File: src/rtl/mode_manager.sv
// mode_manager: UI mode controller for the board shell.
// Arbitrates SPLASH / RUN (edit modes 1..NMODES) / HELP, muxes the matching
// display channel to disp and pulses mode_chg on every state or mode change.
// Optional feature: define MODE_MANAGER_TIMEOUT_EN to compile in the idle
// counter that returns RUN/HELP to SPLASH after TIMEOUT quiet cycles.
module mode_manager #(
  parameter int          NMODES  = 5,
  parameter int          DW      = 20,
  parameter int          NBTN    = 4,
  parameter logic [31:0] TIMEOUT = 32'd500_000_000
) (
  input  logic                       clk,
  input  logic                       rst,
  input  logic [NMODES-1:0]          sel,
  input  logic                       help,
  input  logic [NBTN-1:0]            btn,
  input  logic [(NMODES+2)*DW-1:0]   disp_in,
  output logic [DW-1:0]              disp,
  output logic [1:0]                 state_o,
  output logic [3:0]                 mode,
  output logic [3:0]                 topic,
  output logic                       mode_chg
);

  typedef enum logic [1:0] {
    SPLASH = 2'd0,
    RUN    = 2'd1,
    HELP   = 2'd2
  } state_t;

  state_t              state_reg, state_next;
  logic [3:0]          mode_reg, mode_next;
  logic [3:0]          topic_reg, topic_next;
  logic                mode_chg_reg, mode_chg_next;
  logic [NMODES-1:0]   sel_q;
  logic                help_q;
  logic [3:0]          pri;
  logic                act;
  logic                help_rise;
  logic                timeout_hit;

  // Unpack the flattened display bus into one entry per channel.
  logic [DW-1:0] chan [NMODES+2];
  for (genvar gi = 0; gi < NMODES + 2; gi++) begin : g_chan
    assign chan[gi] = disp_in[gi*DW +: DW];
  end

  // Priority encode: lowest set select bit wins, 0 when nothing is selected.
  always_comb begin
    pri = 4'd0;
    for (int i = NMODES - 1; i >= 0; i--) begin
      if (sel[i]) pri = 4'(i + 1);
    end
  end

  // Activity: any button held, or a switch level that differs from last cycle.
  assign act       = (|btn) || (sel != sel_q) || (help != help_q);
  assign help_rise = help & ~help_q;

`ifdef MODE_MANAGER_TIMEOUT_EN
  logic [31:0] idle_cnt_reg;

  assign timeout_hit = (state_reg != SPLASH) && !act && (idle_cnt_reg == TIMEOUT - 32'd1);

  // Idle counter: counts quiet cycles in RUN/HELP, restarts on activity or state change.
  always_ff @(posedge clk or posedge rst) begin
    if (rst) begin
      idle_cnt_reg <= 32'd0;
    end else if (state_next == SPLASH || act || state_next != state_reg) begin
      idle_cnt_reg <= 32'd0;
    end else begin
      idle_cnt_reg <= idle_cnt_reg + 32'd1;
    end
  end
`else
  logic unused_timeout;
  assign unused_timeout = ^TIMEOUT;
  assign timeout_hit    = 1'b0;
`endif

  // Next-state logic: timeout beats help, help beats mode select.
  always_comb begin
    state_next = state_reg;
    mode_next  = mode_reg;
    topic_next = topic_reg;
    if (timeout_hit) begin
      state_next = SPLASH;
      topic_next = 4'd0;
    end else begin
      case (state_reg)
        SPLASH: begin
          if (help_rise) begin
            state_next = HELP;
            topic_next = pri;
          end else if (act) begin
            state_next = RUN;
            mode_next  = (pri != 4'd0) ? pri : 4'd1;
          end
        end
        RUN: begin
          if (help) begin
            state_next = HELP;
            topic_next = pri;
          end else if (pri != 4'd0) begin
            mode_next = pri;
          end
        end
        HELP: begin
          topic_next = pri;
          if (!help) begin
            state_next = RUN;
            if (pri != 4'd0) mode_next = pri;
          end
        end
        default: state_next = SPLASH;
      endcase
    end
    mode_chg_next = (state_next != state_reg) || (mode_next != mode_reg);
  end

  // State, mode, topic, change pulse and previous switch samples.
  always_ff @(posedge clk or posedge rst) begin
    if (rst) begin
      state_reg    <= SPLASH;
      mode_reg     <= 4'd1;
      topic_reg    <= 4'd0;
      mode_chg_reg <= 1'b0;
      sel_q        <= '0;
      help_q       <= 1'b0;
    end else begin
      state_reg    <= state_next;
      mode_reg     <= mode_next;
      topic_reg    <= topic_next;
      mode_chg_reg <= mode_chg_next;
      sel_q        <= sel;
      help_q       <= help;
    end
  end

  // Display mux straight from registered state; no extra pipeline stage.
  always_comb begin
    disp = chan[0];
    case (state_reg)
      RUN: begin
        for (int k = 1; k <= NMODES; k++) begin
          if (mode_reg == 4'(k)) disp = chan[k];
        end
      end
      HELP:    disp = chan[NMODES+1];
      default: disp = chan[0];
    endcase
  end

  assign state_o  = state_reg;
  assign mode     = mode_reg;
  assign topic    = topic_reg;
  assign mode_chg = mode_chg_reg;

endmodule
File: config.mk
export PLATFORM = sky130hd
export DESIGN_NAME = mode_manager
export DESIGN_NICKNAME = d
export VERILOG_FILES = /design/src/rtl/mode_manager.sv
export SDC_FILE = /design/constraint.sdc
export NUM_CORES = 1
export LEC_CHECK = 0
export BUFFER_PORTS_ARGS = -buffer_cell sky130_fd_sc_hd__buf_2
export CAP_MARGIN = 20
export CORE_MARGIN = 8
export CORE_UTILIZATION = 45
export DETAILED_ROUTE_END_ITERATION = 8
export PLACE_DENSITY = 0.85
export SETUP_SLACK_MARGIN = 0.4
export SKIP_CTS_REPAIR_TIMING = 1
export SYNTH_ARGS = -nofsm -noshare
export SYNTH_HDL_FRONTEND = slang
export SYNTH_SLANG_ARGS = --single-unit
export TNS_END_PERCENT = 1
File: constraint.sdc
create_clock -name clk -period 5.57 [get_ports clk]
set_clock_uncertainty 0.2 [all_clocks]
set_input_delay 0.8355 -clock clk [delete_from_list [all_inputs] [get_ports clk]]
set_output_delay 0.8355 -clock clk [all_outputs]
set_load 0.02 [all_outputs]
# Yosys cells after proc, flatten, opt, wreduce, memory -nomap -nowiden
# Cells that the tools add are included.
dict set report totals {
  regBits 17
  in_bits 152
  out_inout_bits 31
  word_cells 55
}
dict set report classes {
  eq_ne 13
  mux 25
  bitwise_logic 2
  reduce_logical 9
}
# operator n
set ops {}
lappend ops {{$mux W20} 5}
lappend ops {{$pmux W20 S2} 1}
lappend ops {{$mux W4} 8}
lappend ops {{$mux W3} 4}
lappend ops {{$pmux W4 S3} 1}
lappend ops {{$eq A4 B2 Y1 const B} 2}
lappend ops {{$eq A4 B3 Y1 const B} 2}
lappend ops {{$mux W2} 4}
lappend ops {{$pmux W4 S2} 1}
lappend ops {{$pmux W2 S3} 1}
lappend ops {{$ne A5 B5 Y1} 1}
lappend ops {{$eq A4 B1 Y1 const B} 1}
lappend ops {{$ne A2 B2 Y1 const B} 2}
lappend ops {{$ne A4 B4 Y1} 1}
lappend ops {{$reduce_bool A4 Y1} 1}
lappend ops {{$reduce_or A4 Y1} 1}
lappend ops {{$logic_or A1 B1 Y1} 3}
lappend ops {{$reduce_and A3 Y1} 1}
lappend ops {{$reduce_bool A3 Y1} 1}
lappend ops {{$eq A2 B1 Y1 const B} 1}
lappend ops {{$eq A2 B2 Y1 const B} 1}
lappend ops {{$logic_not A2 Y1} 1}
lappend ops {{$ne A2 B2 Y1} 1}
lappend ops {{$reduce_or A2 Y1} 1}
lappend ops {{other kinds (3)} 3}

# Logic depth before layout (Yosys ltp)
# Gate-level depths: netlist of run 1.
dict set report depth {
  depth_word 12
  mapped_depth 8
  mapped_depth_nobuf 7
}

# Worst setup path before layout of run 1
# OpenSTA, ideal clock, no wires.
dict set report synth_timing {
  path_kind {flip-flop to output port}
  start {register state_reg[1] (netlist: state_o[1])}
  end {output disp[0]}
  arrival_ps 1899
  required_ps 4535
  path_slack_ps 2636
  path_stages_with_launch 7
  n_path_buf 2
  cell_sequence {dfrtp_1 inv_1 ha_1 clkbuf_1 clkbuf_1 nor2_1 a31oi_1}
}
dict set report synth_between {
  elab_chain_len 2
  word_cells_on_any_way 3
  cone_classes {eq/ne (2); mux (1)}
}
# item line
set synth_rtl {}
lappend synth_rtl {{start, declared} 31} ;# state_t state_reg, state_next;
lappend synth_rtl {{start signal, assigned} 131} ;# state_reg <= state_next;
lappend synth_rtl {{$eq A2 B2 Y1 / $eq A2 B1 Y1 (equally long branches)} 143} ;# case (state_reg)
lappend synth_rtl {{$pmux W20 S2 (*)} 143}
lappend synth_rtl {{end, declared} 18} ;# output logic [DW-1:0] disp,
# Mark *: on every way between the ends. The rest lies on a longest branch, timed or not.

# Worst setup path after layout of run 1
dict set report layout_timing {
  start {register mode_reg[0] (netlist: mode[0])}
  end {output disp[18]}
}
dict set report layout_between {
  elab_chain_len 7
  word_cells_on_any_way 11
  cone_classes {eq/ne (5); mux (6)}
}
# item line
set layout_rtl {}
lappend layout_rtl {{start, declared} 32} ;# logic [3:0] mode_reg, mode_next;
lappend layout_rtl {{start signal, assigned} 132} ;# mode_reg <= mode_next;
lappend layout_rtl {{$eq A4 B1 Y1} 146} ;# if (mode_reg == 4'(k)) disp = chan[k];
lappend layout_rtl {{$mux W20 (4 in a row)} 146}
lappend layout_rtl {{$mux W20 (*)} 146}
lappend layout_rtl {{$pmux W20 S2 (*)} 143}
# Marks and branches as above.

==> results of run 1 <==
-- critical path: stages, from the launching register on --
cell	delay [ns]
dfstp_2	1.14
nor4b_4	0.74
buf_4	0.38
mux2i_1	0.11
a2bb2oi_1	0.15
o221ai_1	0.14
a31oi_1	0.28
buf_2	0.21
-- Yosys cell counts, types with 2 or more instances --
cell type / number / share of area
nand2b_1: 3 / 0.0072
nor2b_1: 3 / 0.0072
a211oi_1: 4 / 0.011
o21bai_1: 2 / 0.0057
o21ai_0: 7 / 0.013
a2bb2oi_1: 20 / 0.067
o21a_1: 2 / 0.0057
nand2_1: 66 / 0.095
dfrtp_1: 15 / 0.14
ha_1: 5 / 0.024
nand4_1: 2 / 0.0048
a2111oi_0: 2 / 0.0067
mux2i_1: 44 / 0.17
buf_2: 7 / 0.013
xnor2_1: 5 / 0.017
o221ai_1: 21 / 0.070
buf_6: 4 / 0.017
o211ai_1: 3 / 0.0086
nor4_1: 2 / 0.0048
a21o_1: 2 / 0.0057
a31oi_1: 23 / 0.055
clkbuf_1: 23 / 0.033
a21oi_1: 28 / 0.054
nor2_1: 33 / 0.047
inv_1: 16 / 0.023
o32ai_1: 2 / 0.0067
a22oi_1: 2 / 0.0057
-- kinds of logic after synthesis --
logic type	after synthesis	synth area share
other cells	1	0.00144
buf+inv	51	0.0896
mux	45	0.173
simple gates	115	0.191
compound gates	128	0.351
xor+xnor	5	0.0168
fa+ha+maj	5	0.0239
flops	16	0.154
-- layout make-up --
class                   instances  area, um^2
clock buffers                   4        55.1
fillers                       500        2020
inverters                      16        60.1
multi-input cells             299        1990
flip-flops and latches         16         402
well taps                      72        90.1
repair buffers                186         951
-- final timing paths --
check / end / slack [ns] / depth (start not counted)
min in group asynchronous: help_q$_DFF_PP0_ / 0.44 / 2
min: topic[0]$_DFFE_PP0P_ / 0.32 / 1
max reg2reg: mode_chg$_DFF_PP0_ / 2.49 / 8
max in group asynchronous: mode[1]$_DFF_PP0_ / 4.33 / 2
max: disp[18] / 1.11 / 7
min reg2reg: topic[0]$_DFFE_PP0P_ / 0.32 / 1
-- through the flow --
step,instance area (um^2),setup slack [ns],power [mW]
after floorplan,2610,2.64,1.28
after global placement,3480,1.48,1.64
after detailed placement,3480,1.41,1.67
after CTS,3540,1.13,1.78
after global routing,3550,0.929,1.92
final,3550,1.11,1.79
-- per-layer routing --
layer  wire, um  global-route usage  vias to the layer above
met3       1100              0.0587                       22
met4        242              0.0617                        0
li1           -                   -                     1670
met2       5410               0.437                      224
met5          0                   0                        -
met1       4360               0.278                     1627
-- layout by cell type, fill, tap and decap left out, types with 15 or more instances in the layout --
cell | synthesis | routed
mux2i_1 | 44 | 44
nand2_1 | 66 | 66
a2bb2oi_1 | 20 | 20
inv_1 | 16 | 16
dfrtp_1 | 15 | 15
a21oi_1 | 28 | 28
buf_2 | 7 | 181
a31oi_1 | 23 | 23
nor2_1 | 33 | 33
o221ai_1 | 21 | 21
-- where the power goes --
part / switching [mW] / total (mW) / leakage, nW / internal [mW]
clock network: 0.0427 / 0.105 / 0.0288 / 0.0628
registers: 0.0991 / 0.250 / 0.192 / 0.151
logic: 0.861 / 1.44 / 1.62 / 0.577
==> flow_summary.ini, run 1 <==
[detailed_routing]
drc_errors = 0
vias = 3543
drt_iter0_drc = 293
antenna_left = 0
first_pass_iters = 5
wl_per_cell_um = 18.7
vias_per_cell = 5.97
wirelength_mm = 11.1

[status]
outcome = completed

[logic_synthesis]
ys_ff_latch = 16
yosys.cell_types.count = 47
syn-instance-count = 366
synth-async-reset-ratio = 1.00
yosysWarningCount = 0
seq_area_frac_synth = 0.154
ys.flop_type = dfrtp_1
synth_edf_count = 0
syn_nets = 523
synth_area_um2 = 2610
syn_area_per_cell_um2 = 7.14

[global_route]
grt_max_degree = 38
grt_pass1_vias = 3592
antenna_found_initial = 0
grt_overflow = 0
grtUsageTotal = 0.243
grt_pass1_wl_mm = 17.5

[timing]
finalSetupViolCount = 0
finalSetupTns_ns = 0
post-route-min-period_ns = 4.46
report.final.slew_viol_count = 0
max_freq_ghz = 0.224
fin_crit_sh = 0.801
slew-limit-headroom = 0.285
fin_hold_ws_ns = 0.325
tightest_slew_ns = 1.07
rsz0062_at_grt = false
hold_viol_final = 0

[setup_path]
required_ns = 4.53
startpoint = mode[0]$_DFF_PP1_
r2r_start = state_o[1]$_DFF_PP0_
startpoint_type = flip-flop
path_max_fanout = 32
setup.worst_path.class = flip-flop to output port
end_kind = output port
arrival_ns = 3.42

[final_layout]
diodes = 0
final_util = 0.637
synthToLayoutAreaGrowth_pct = 35.9
drive_above_1_share = 0.378
nets = 679
fin_cells = 593
largest_reg_flops = 5

[run]
drv_cap = 0

[floorplan]
rows = 27
initial_core_util = 0.469
io_pins = 183
design.core.area_um2 = 5570
dieArea_um2 = 8500
fp.dieH_um = 92.2
fp.dieW_um = 92.2

[clock_tree]
cts_max_path_buffers = 2
cts-buffers-inserted = 3
tritoncts = yes
clk_pin_slew_worst_paths_ns = 0.07
numClockSinks = 16
cts_root_buf = clkbuf_8
clkLatencyLatePin_ns = 0.25
htreeDepth = 1

[placed_design]
gp_congestion = 0.978
io_buffers = 181
dp_hpwl_mm = 8.62
placed_cells = 588

[pwr]
p_leak_nw = 1.84
p_per_area_nw_per_um2 = 505
peakVddDrop_mv = 0.269

[worst_hold_path]
hp-start = topic[0]$_DFFE_PP0P_
hp-class = flip-flop to flip-flop
Power figures use the tool's default switching activity.
==> run 2, diff against run 1 <==
ABC_AREA = 1   (was default)
CORE_UTILIZATION = 43   (was 45)
PLACE_DENSITY = 0.8   (was 0.85)
clock period = 4.4 ns   (was 5.57 ns; I/O delays follow)
==> run 2 against run 1 <==
Effect of this change:
- routed wire length increased by 9.9%
- sequential power shrank 6%
- synthesized area is 5.7% higher
- highest routed layer unchanged
- final cell count grew 23%
- synthesized cell count rose by 35%
- critical endpoint is now disp[11]
- clock-buffer cell count unchanged
- setup slack got worse by 0.43 ns
- register-to-register slack worse by 0.88 ns
- total power increased by 53%
- utilization fell by 5.4 points
- combinational power is 65% higher
- clock power rose by 30%
==> flow_summary.ini, run 2 <==
[global_route]
grt_max_degree = 41
grt_overflow = 0
antenna_found_initial = 0
grt_pass1_vias = 3765
grtUsageTotal = 0.242
grt_pass1_wl_mm = 18.1

[detailed_routing]
first_pass_iters = 5
vias_per_cell = 5.51
drc_errors = 0
drt_iter0_drc = 360
vias = 4020
wl_per_cell_um = 16.7
antenna_left = 0
wirelength_mm = 12.2

[setup_path]
regToRegSetupSlack_ns = 1.61
r2r_start = state_o[1]$_DFF_PP0_
crit_top_cell = nand2_1
cp_cell_sequence = inv_2 > nor2_4 > nand2_1 > nand2_1 > a21oi_1 > a21oi_1 > nand2_1 > inv_1 > o21ai_1 > nand3_1 > a21oi_2 > buf_2
path_max_fanout = 22
ff2ff_path_depth = 13
cp.buffers_inverters = 3
setup.worst_path.class = flip-flop to output port
r2r-end = mode_chg$_DFF_PP0_
arrival_ns = 2.86
critPathTopFamily = simple AND/OR/NAND/NOR gates
required_ns = 3.54
end_kind = output port
startpoint_type = flip-flop
slowest_delay_ns = 0.59
slowest_stage = dfstp_2

[timing]
finalSetupTns_ns = 0
tightest_slew_ns = 1.03
post-route-min-period_ns = 3.72
hold_viol_final = 0
fin_ws_ns = 0.680
fin_hold_ws_ns = 0.272
fin_crit_sh = 0.846
max_freq_ghz = 0.269
rsz0062_at_grt = false
slew-limit-headroom = 0.311
finalSetupViolCount = 0
report.final.slew_viol_count = 0

[final_layout]
nets = 810
diodes = 0
most-common-layout-cells = buf_2, nand2_1, a21oi_1
drive_above_1_share = 0.365
fillers = 659
largest_reg_flops = 5
synthToLayoutAreaGrowth_pct = 32.5
final_util = 0.583
final_common_cell = buf_2

[logic_synthesis]
seq_area_frac_synth = 0.146
yosys-top-cells-count = nand2_1, a21oi_1, inv_1
ys_ff_latch = 16
yosysMostFrequentCell = nand2_1
ys.flop_type = dfrtp_1
yosys.area.top_type = a21oi_1
yosys.cell_types.count = 27
synth_edf_count = 0
syn-instance-count = 493
yosysWarningCount = 0
syn_nets = 650
synth_top_area_share = 0.154
synth-async-reset-ratio = 1.00
synth_area_leaders = a21oi_1, dfrtp_1, nand2_1
synth_area_um2 = 2760
syn_area_per_cell_um2 = 5.60

[clock_tree]
cts_max_path_buffers = 2
cts_root_buf = clkbuf_8
clk_pin_slew_worst_paths_ns = 0.07
htreeDepth = 1
numClockSinks = 16
tritoncts = yes
clkLatencyLatePin_ns = 0.25
cts-buffers-inserted = 3

[floorplan]
fp.dieH_um = 96.1
io_pins = 183
rows = 29
design.core.area_um2 = 6280
fp.dieW_um = 96.1
dieArea_um2 = 9240
initial_core_util = 0.440

[placed_design]
io_buffers = 181
pre_cts_ws_ns = 0.683
dp_hpwl_mm = 9.59
gp_congestion = 0.964

[worst_hold_path]
hp-class = input port to asynchronous set/reset pin

[status]
outcome = completed

[pwr]
p_leak_nw = 2.07
peakVddDrop_mv = 0.566
p_per_area_nw_per_um2 = 750

[run]
drv_cap = 0
## run 2: cell count changes after synthesis, sizes merged, moves of 21 or more
cell,change
a21oi,+77
nand3,+57
inv,+46
mux2i,-44
o21ai,+42
nand2,+29
o221ai,-21
## run 2: logic make-up (layout without fill, tap and decap cells)
family	after synthesis	in the layout	synth area share
and+or+nand+nor	217	217	0.347
AOI/OAI and AO/OA	160	160	0.322
buffers and inverters	93	252	0.158
DFF	16	16	0.146
adders and majority gates	5	5	0.0227
other	1	1	0.00136
xor gates and xnor gates	1	1	0.00317
## run 2: layout make-up
class | count | area, um^2 | area share
clock buffer | 4 | 55.1 | 0.0150
inverter | 62 | 236 | 0.0646
multi-input combinational | 384 | 1930 | 0.526
sequential | 16 | 402 | 0.110
tap | 77 | 96.3 | 0.0263
timing repair buffer | 186 | 943 | 0.258
## run 2: worst max-delay path by stage
stage,start,endpoint,cells past startpoint
after global routing,mode[0]$_DFF_PP1_,disp[9],12
after global placement,mode[0]$_DFF_PP1_,disp[18],9
after detailed placement,mode[0]$_DFF_PP1_,disp[18],9
after CTS,mode[0]$_DFF_PP1_,disp[18],9
after floorplan,mode[0]$_DFF_PP1_,disp[0],11
final,mode[0]$_DFF_PP1_,disp[11],12
## run 2: worst register-to-register path: stages (launching register included)
cell and delay, ns:
dfrtp_1 0.43, inv_1 0.13, ha_1 0.81, nand2_1 0.20, o21ai_0 0.18, o21ai_0 0.15
inv_1 0.13, nand2_1 0.08, nand2_1 0.06, nand2_1 0.05, nor2_1 0.08, nand2_1 0.05
inv_1 0.05, nand3_1 0.07
## run 2: through the flow
stage / instance area (um^2) / std cells / power [mW]
CTS: 3650 / 729 / 2.71
detailed placement: 3600 / 725 / 2.57
global placement: 3600 / 725 / 2.53
global route: 3660 / 729 / 2.99
floorplan: 2760 / 493 / 2.02
finish: 3660 / 729 / 2.74
## run 2: power by group
part | internal [mW] | switching (mW)
logic | 0.798 | 1.57
registers | 0.191 | 0.0456
clock network | 0.0795 | 0.0567
total | 1.07 | 1.67
## run 2: metal layers
layer,vias to the layer above,part of all wire,wire length [um],track usage
li1,1936,-,-,-
met2,262,0.49,6010,0.423
met3,34,0.10,1250,0.0328
met1,1788,0.38,4670,0.303
met5,-,0,0,0
met4,0,0.023,275,0.0666
